**src/rtl/seven_segment_decoder.sv**
```systemverilog
// Seven-segment receive monitor: debounces seg_in, decodes the digit,
// resolves 0/8 from context, checks count order, measures digit period.
// Ports: clk, reset (sync, active-low), seg_in[6:0] (bit6=top .. bit0=middle),
//   digit, digit_valid, blank, invalid, seq_error, stall, period.
module seven_segment_decoder #(
  parameter int STABLE_CYCLES = 4,
  parameter int COUNT_W       = 25,
  parameter int TIMEOUT       = 20_000_000
) (
  input  logic               clk,
  input  logic               reset,
  input  logic [6:0]         seg_in,
  output logic [3:0]         digit,
  output logic               digit_valid,
  output logic               blank,
  output logic               invalid,
  output logic               seq_error,
  output logic               stall,
  output logic [COUNT_W-1:0] period
);

  localparam logic [3:0] STAB = 4'(STABLE_CYCLES);
  localparam logic [COUNT_W-1:0] TO = COUNT_W'(TIMEOUT);
  localparam logic [COUNT_W-1:0] GMAX = '1;

  typedef enum logic [1:0] {
    K_DIGIT,
    K_BLANK,
    K_BAD
  } kind_t;

  logic [6:0]         r_sample;
  logic [6:0]         r_cand;
  logic [3:0]         r_cnt;
  logic               r_done;
  logic [6:0]         r_acc;
  logic               r_acc_valid;
  logic [3:0]         r_prev;
  logic               r_prev_valid;
  logic [COUNT_W-1:0] r_gap;
  logic [3:0]         r_digit;
  logic               r_dv;
  logic               r_blank;
  logic               r_inv;
  logic               r_seq;
  logic [COUNT_W-1:0] r_period;

  logic        w_match;
  logic        w_accept;
  kind_t       w_kind;
  logic [3:0]  w_dec;
  logic [3:0]  w_next;
  logic [3:0]  w_zero_eight;

  assign w_match = (r_sample == r_cand);

  // r_done stops a held candidate from firing again; invalid
  // patterns never become the accepted pattern, so this is needed.
  assign w_accept = (r_cnt == STAB) && !r_done &&
                    (!r_acc_valid || (r_cand != r_acc));

  assign w_next = (r_prev == 4'd9) ? 4'd0 : r_prev + 4'd1;

  // All-segments-lit is 0 only when wrapping from 9 or with no context.
  assign w_zero_eight = (!r_prev_valid || r_prev == 4'd9) ? 4'd0 : 4'd8;

  always_comb begin
    w_kind = K_DIGIT;
    w_dec  = 4'd0;
    unique case (1'b1)
      (r_cand == 7'b0110000): w_dec = 4'd1;
      (r_cand == 7'b1101101): w_dec = 4'd2;
      (r_cand == 7'b1111001): w_dec = 4'd3;
      (r_cand == 7'b0110011): w_dec = 4'd4;
      (r_cand == 7'b1011011): w_dec = 4'd5;
      (r_cand == 7'b0011111): w_dec = 4'd6;
      (r_cand == 7'b1110000): w_dec = 4'd7;
      (r_cand == 7'b1110011): w_dec = 4'd9;
      (r_cand == 7'b1111111): w_dec = w_zero_eight;
      (r_cand == 7'b0000000): w_kind = K_BLANK;
      default:                w_kind = K_BAD;
    endcase
  end

  always_ff @(posedge clk) begin
    if (!reset) begin
      r_sample     <= '0;
      r_cand       <= '0;
      r_cnt        <= '0;
      r_done       <= 1'b0;
      r_acc        <= '0;
      r_acc_valid  <= 1'b0;
      r_prev       <= '0;
      r_prev_valid <= 1'b0;
      r_gap        <= '0;
      r_digit      <= '0;
      r_dv         <= 1'b0;
      r_blank      <= 1'b0;
      r_inv        <= 1'b0;
      r_seq        <= 1'b0;
      r_period     <= '0;
    end else begin
      r_sample <= seg_in;
      r_dv     <= 1'b0;
      r_inv    <= 1'b0;
      r_seq    <= 1'b0;

      if (!w_match) begin
        r_cand <= r_sample;
        r_cnt  <= 4'd1;
        r_done <= 1'b0;
      end else begin
        if (r_cnt != STAB) r_cnt <= r_cnt + 4'd1;
        if (w_accept) r_done <= 1'b1;
      end

      if (r_gap != GMAX) r_gap <= r_gap + COUNT_W'(1);

      if (w_accept) begin
        unique case (w_kind)
          K_DIGIT: begin
            r_digit     <= w_dec;
            r_dv        <= 1'b1;
            r_blank     <= 1'b0;
            r_acc       <= r_cand;
            r_acc_valid <= 1'b1;
            if (r_prev_valid) begin
              r_seq    <= (w_dec != w_next);
              r_period <= (r_gap == GMAX) ? r_gap : r_gap + COUNT_W'(1);
            end
            r_prev       <= w_dec;
            r_prev_valid <= 1'b1;
            r_gap        <= '0;
          end
          K_BLANK: begin
            r_blank      <= 1'b1;
            r_acc        <= r_cand;
            r_acc_valid  <= 1'b1;
            r_prev_valid <= 1'b0;
            r_gap        <= '0;
          end
          default: begin
            r_inv <= 1'b1;
          end
        endcase
      end
    end
  end

  assign digit       = r_digit;
  assign digit_valid = r_dv;
  assign blank       = r_blank;
  assign invalid     = r_inv;
  assign seq_error   = r_seq;
  assign period      = r_period;
  assign stall       = r_prev_valid && (r_gap >= TO);

endmodule

```
**config.mk**
```make
export PLATFORM = sky130hd
export DESIGN_NAME = seven_segment_decoder
export DESIGN_NICKNAME = d
export VERILOG_FILES = /design/src/rtl/seven_segment_decoder.sv
export SDC_FILE = /design/constraint.sdc
export NUM_CORES = 1
export LEC_CHECK = 0
export CAP_MARGIN = 20
export CORE_ASPECT_RATIO = 1.1
export CORE_UTILIZATION = 30
export DETAILED_ROUTE_END_ITERATION = 10
export MAX_ROUTING_LAYER = met4
export PLACE_DENSITY = 0.5
export RECOVER_POWER = 100
export SYNTH_ARGS = -nofsm -noshare
export SYNTH_HDL_FRONTEND = slang
export SYNTH_SLANG_ARGS = --single-unit
export TNS_END_PERCENT = 1
```
**constraint.sdc**
```tcl
create_clock -name clk -period 3.1 [get_ports clk]
set_input_delay 0.775 -clock clk [delete_from_list [all_inputs] [get_ports clk]]
set_output_delay 0.775 -clock clk [all_outputs]
set_load 0.005 [all_outputs]
```
; ---- After elaboration in Yosys (flattened, before gate mapping)
; Cells that the tools add are included.
[totals]
input_bits = 9
wordCells = 72
register_bits = 86
output_inout_bits = 34
[op_classes]
n_lt_le_gt_ge = 1
reduce_logical = 20
n_eq_ne = 19
n_mux = 14
n_addsub = 3
[ops]
columns = operator, count
row1 = $mux W25, 4
row2 = $eq A7 B7 Y1 const B, 6
row3 = $pmux W4 S9, 1
row4 = $add A25 B1 Y25 const B, 1
row5 = $eq A25 B25 Y1 const B, 1
row6 = $ge A25 B25 Y1 const B, 1
row7 = $ne A25 B25 Y1 const B, 1
row8 = $eq A7 B6 Y1 const B, 2
row9 = $reduce_and A2 Y1, 5
row10 = $reduce_or A9 Y1, 1
row11 = $add A4 B1 Y4 const B, 2
row12 = $mux W4, 2
row13 = $eq A7 B5 Y1 const B, 1
row14 = $eq A7 B7 Y1, 1
row15 = $logic_not A7 Y1, 1
row16 = $ne A7 B7 Y1, 1
row17 = $eq A4 B3 Y1 const B, 1
row18 = $eq A4 B4 Y1 const B, 1
row19 = $mux W1, 4
row20 = $ne A4 B3 Y1 const B, 1
row21 = $ne A4 B4 Y1, 1
row22 = $pmux W1 S2, 2
row23 = $pmux W2 S2, 1
row24 = $reduce_and A4 Y1, 1
row25 = 9 further kinds, 14

; ---- Logic depth before layout (Yosys ltp)
[logic_depth]
word_depth = 7
mapped_depth = 11
mapped_depth_nobuf = 9

; ---- Least setup slack after synthesis
; OpenSTA, ideal clock, no wires.
[synth_timing]
kind = register -> output
start = register r_gap[10]
end = output stall
stages_incl_launch_ff = 8
path_slack_ps = 957
arrival_ps = 1368
cell_sequence = dfxtp_1 nand2_1 nor2_1 o21ai_0 nand2_1 a2111oi_0 nor2_1 o311a_1
[synth_between]
elab_chain_len = 2
[synth_lines]
columns = item, line_no
row1 = start: declaration, 40  ; logic [COUNT_W-1:0] r_gap;
row2 = start signal: assignment, 117  ; if (r_gap != GMAX) r_gap <= r_gap + COUNT_W'(1);
row3 = $ge A25 B25 Y1, 156  ; assign stall = r_prev_valid && (r_gap >= TO);
row4 = $logic_and A1 B1 Y1, 156
row5 = end: declaration, 18  ; output logic stall,
; No other way between the ends.

; ---- Final worst setup path
[layout_timing]
start = register r_gap[9]
end = output stall
; The elaborated chain is that of the path after synthesis.

==> reports/results.ini <==
[outcome]
status = finished clean

[timing]
finalHoldViolCount = 0
setup_viol = 0
worst_pin_slew_ns = 0.9496
relSlewSlack_pct = 36.02
fin_crit_sh_pct = 94.53
worst_slack_ns = 0.1697
rsz0062_at_grt = no
skew_ns = 0.008016
max_freq_mhz = 341.3
setup-tns-final_ns = 0
fin_crit_ns = 2.930
finalMaxSlewViolations = 0

[global_routing]
grt_overflow = 0
grt_pass1_wl_um = 14010
grt_usage_pct = 13.63
grt_pass1_vias = 2874
grt_max_degree = 36
antenna_found_initial = 0

[job]
drv_cap = 0

[clocking]
root_buffer = clkbuf_16
cts_hold_buffers = 0
clk_latency_ns = 0.35
clkTransAtPathRegs_ns = 0.07
clk_path_buf_depth = 2
clock_sinks = 86
cts_made_buffers = 9
cts_tree = done
htree_levels = 3

[floorplanning]
dieHeight_um = 121.4
pin_count = 43
die_area_mm2 = 0.01341
coreArea_mm2 = 0.01264
initial_utilization_pct = 30.74
rows = 43
die_width_um = 110.5

[route]
drt_wl_total_um = 8413
ant_nets = 0
drc = 0
vias_per_cell = 4.868
drt_iter0_markers = 131
num_vias = 3067
wire_per_inst_um = 13.35
first_pass_iters = 4

[power]
p_leak_uw = 0.001758
peakVddDrop_v = 0.0003024
power.density_mw_per_mm2 = 492.8

[logic_synthesis]
syn_nets = 437
synthMuxAreaShare_pct = 3.638
synth_xor_area_share_pct = 9.466
synth_simple_gate_area_share_pct = 22.79
synth_area_leaders = dfxtp_1, nor2_1, xor2_1, xnor2_1, a21oi_1
yosys_register_bits = 86
synth_flop_cell = dfxtp_1
synth.largest_area_cell = dfxtp_1
yosys.cell_types.count = 55
synthTopCellsByCount = dfxtp_1, nor2_1, a21oi_1, nand2_1, xor2_1
synth_top_area_share_pct = 44.30
synth_edf_count = 0
async_flop_share_pct = 0
synth_compound_area_share_pct = 13.39
syn_inst = 424
synth_top_family_by_area = simple AND/OR/NAND/NOR gates
yosysWarningCount = 0
synth_fa_ha_area_share_pct = 1.288
synth.cell_area_mm2 = 0.003886
synth-seq-area-share_pct = 44.30
yosysMostFrequentCell = dfxtp_1
syn_area_per_cell_um2 = 9.166

[cells_and_area]
drive_above_1_share_pct = 9.725
antenna_cells = 0
multi_input_area_mm2 = 0.001968
fin_nets = 481
fillers = 1291
seq_area_mm2 = 0.001724
area_delta_synth_final_pct = 21.89

[critical_path]
required_ns = 2.32
cp-end-kind = output pin
critPathKind = reg2out
cp.arrival_ns = 2.16
worstSetupStartpointType = register
critPathMaxFanout = 3

[placed_design]
gp_congestion = 0.8321
dpl.hpwl_um = 5897
post-place-ws_ns = 0.3629
io_buffers = 42

[min_path]
hp-class = reg2reg

[what timing repair did]
item                                    in CTS  in global routing
gates resized for setup                      3                  4
pin swaps                                    0                  2
endpoints found under the setup margin       1                  1
setup buffers                                0                  0
[layout make-up]
| cell class | instances | share of cell area (%) |
|---|---|---|
| multi-input cells | 305 | 41.55 |
| clock inverters | 7 | 1.717 |
| well taps | 157 | 4.147 |
| repair buffers | 56 | 10.64 |
| inverters | 10 | 0.7924 |
| flip-flops and latches | 86 | 36.40 |
| clock buffers | 9 | 4.754 |
[sequential cells by signal (all words and copies together), names as in the netlist]
| register | count |
|---|---|
| digit_valid | 1 |
| period | 25 |
| invalid | 1 |
| r_gap | 25 |
| r_done | 1 |
| r_acc | 7 |
| seq_error | 1 |
| digit | 4 |
| r_cnt | 4 |
| r_acc_valid | 1 |
| r_prev_valid | 1 |
| r_sample | 7 |
| blank | 1 |
| r_cand | 7 |
[report_power, final]
part           internal (µW)  total [µW]  leakage (µW)  switching, µW
registers               1120        1140      0.000698           19.0
logic                   42.9        91.8      0.000908           48.8
clock network            637        1110      0.000152            469
[worst max-delay path: stages, from the launching register on]
cell             delay [ns]
dfxtp_2                0.34
nor2_2                 0.10
nor2_1                 0.05
o21ai_1                0.12
nand2_1                0.09
a2111oi_2              0.30
nor2_1                 0.07
o311a_1                0.30
clkdlybuf4s50_1        0.44
[routing by layer]
metal / vias to the layer above / global-route usage (%) / wire (µm)
met4: 0 / 5.750 / 124
met2: 51 / 23.33 / 4140
met5: - / - / 0
met1: 1450 / 14.96 / 3843
met3: 11 / 3.746 / 305
li1: 1555 / - / -
[stage by stage]
| step | std cells | total power (µW) | util, % | hold WS, ns | instance area (µm²) |
|---|---|---|---|---|---|
| floorplan | 424 | 1229 | - | 0.4259 | 3886 |
| global placement | 614 | 1258 | 35.17 | 0.4347 | 4447 |
| detailed placement | 614 | 1260 | 35.17 | 0.4411 | 4447 |
| CTS | 630 | 2378 | 37.64 | 0.4509 | 4760 |
| global route | 630 | 2431 | 37.47 | 0.4744 | 4737 |
| finish | 630 | 2334 | 37.47 | 0.4471 | 4737 |
[layout by cell type (no fill, tap or decap), types with 3 or more instances in the layout]
master and instances:
nor3_1 5, nand2b_1 3, nor2b_1 4, a211oi_1 4, mux2i_1 13, o21ai_1 3, clkdlybuf4s50_1 8, dfxtp_1 84
and2_0 5, and3_1 5, inv_1 9, dlygate4sd3_1 34, nor2_1 60, nor3b_1 4, nand3b_1 3, nand2_1 21
clkbuf_1 3, nand3_1 14, buf_4 7, ha_1 4, nand4_1 15, o21ai_0 16, clkbuf_2 3, xor2_1 22
xnor2_1 20, and2_1 14, a211oi_2 5, clkbuf_16 9, a21oi_1 27
[kinds of logic after synthesis]
family                     after synthesis
and+or+nand+nor                        169
DFF                                     86
AOI/OAI and AO/OA                       76
xor gates and xnor gates                42
buffers and inverters                   33
muxes                                   14
adders and majority gates                4
[path summary, 6_finish.rpt]
path	from	to	slack, ns	depth (start not counted)
max reg2reg	r_cand[5]$_SDFFE_PN0P_	period[11]$_SDFFE_PN0P_	0.29	9
min reg2reg	r_done$_SDFFE_PN0N_	r_done$_SDFFE_PN0N_	0.45	2
max	r_gap[9]$_SDFF_PN0_	stall	0.17	8
min	r_done$_SDFFE_PN0N_	r_done$_SDFFE_PN0N_	0.45	2
No activity file was read; power rests on OpenSTA's default activity.
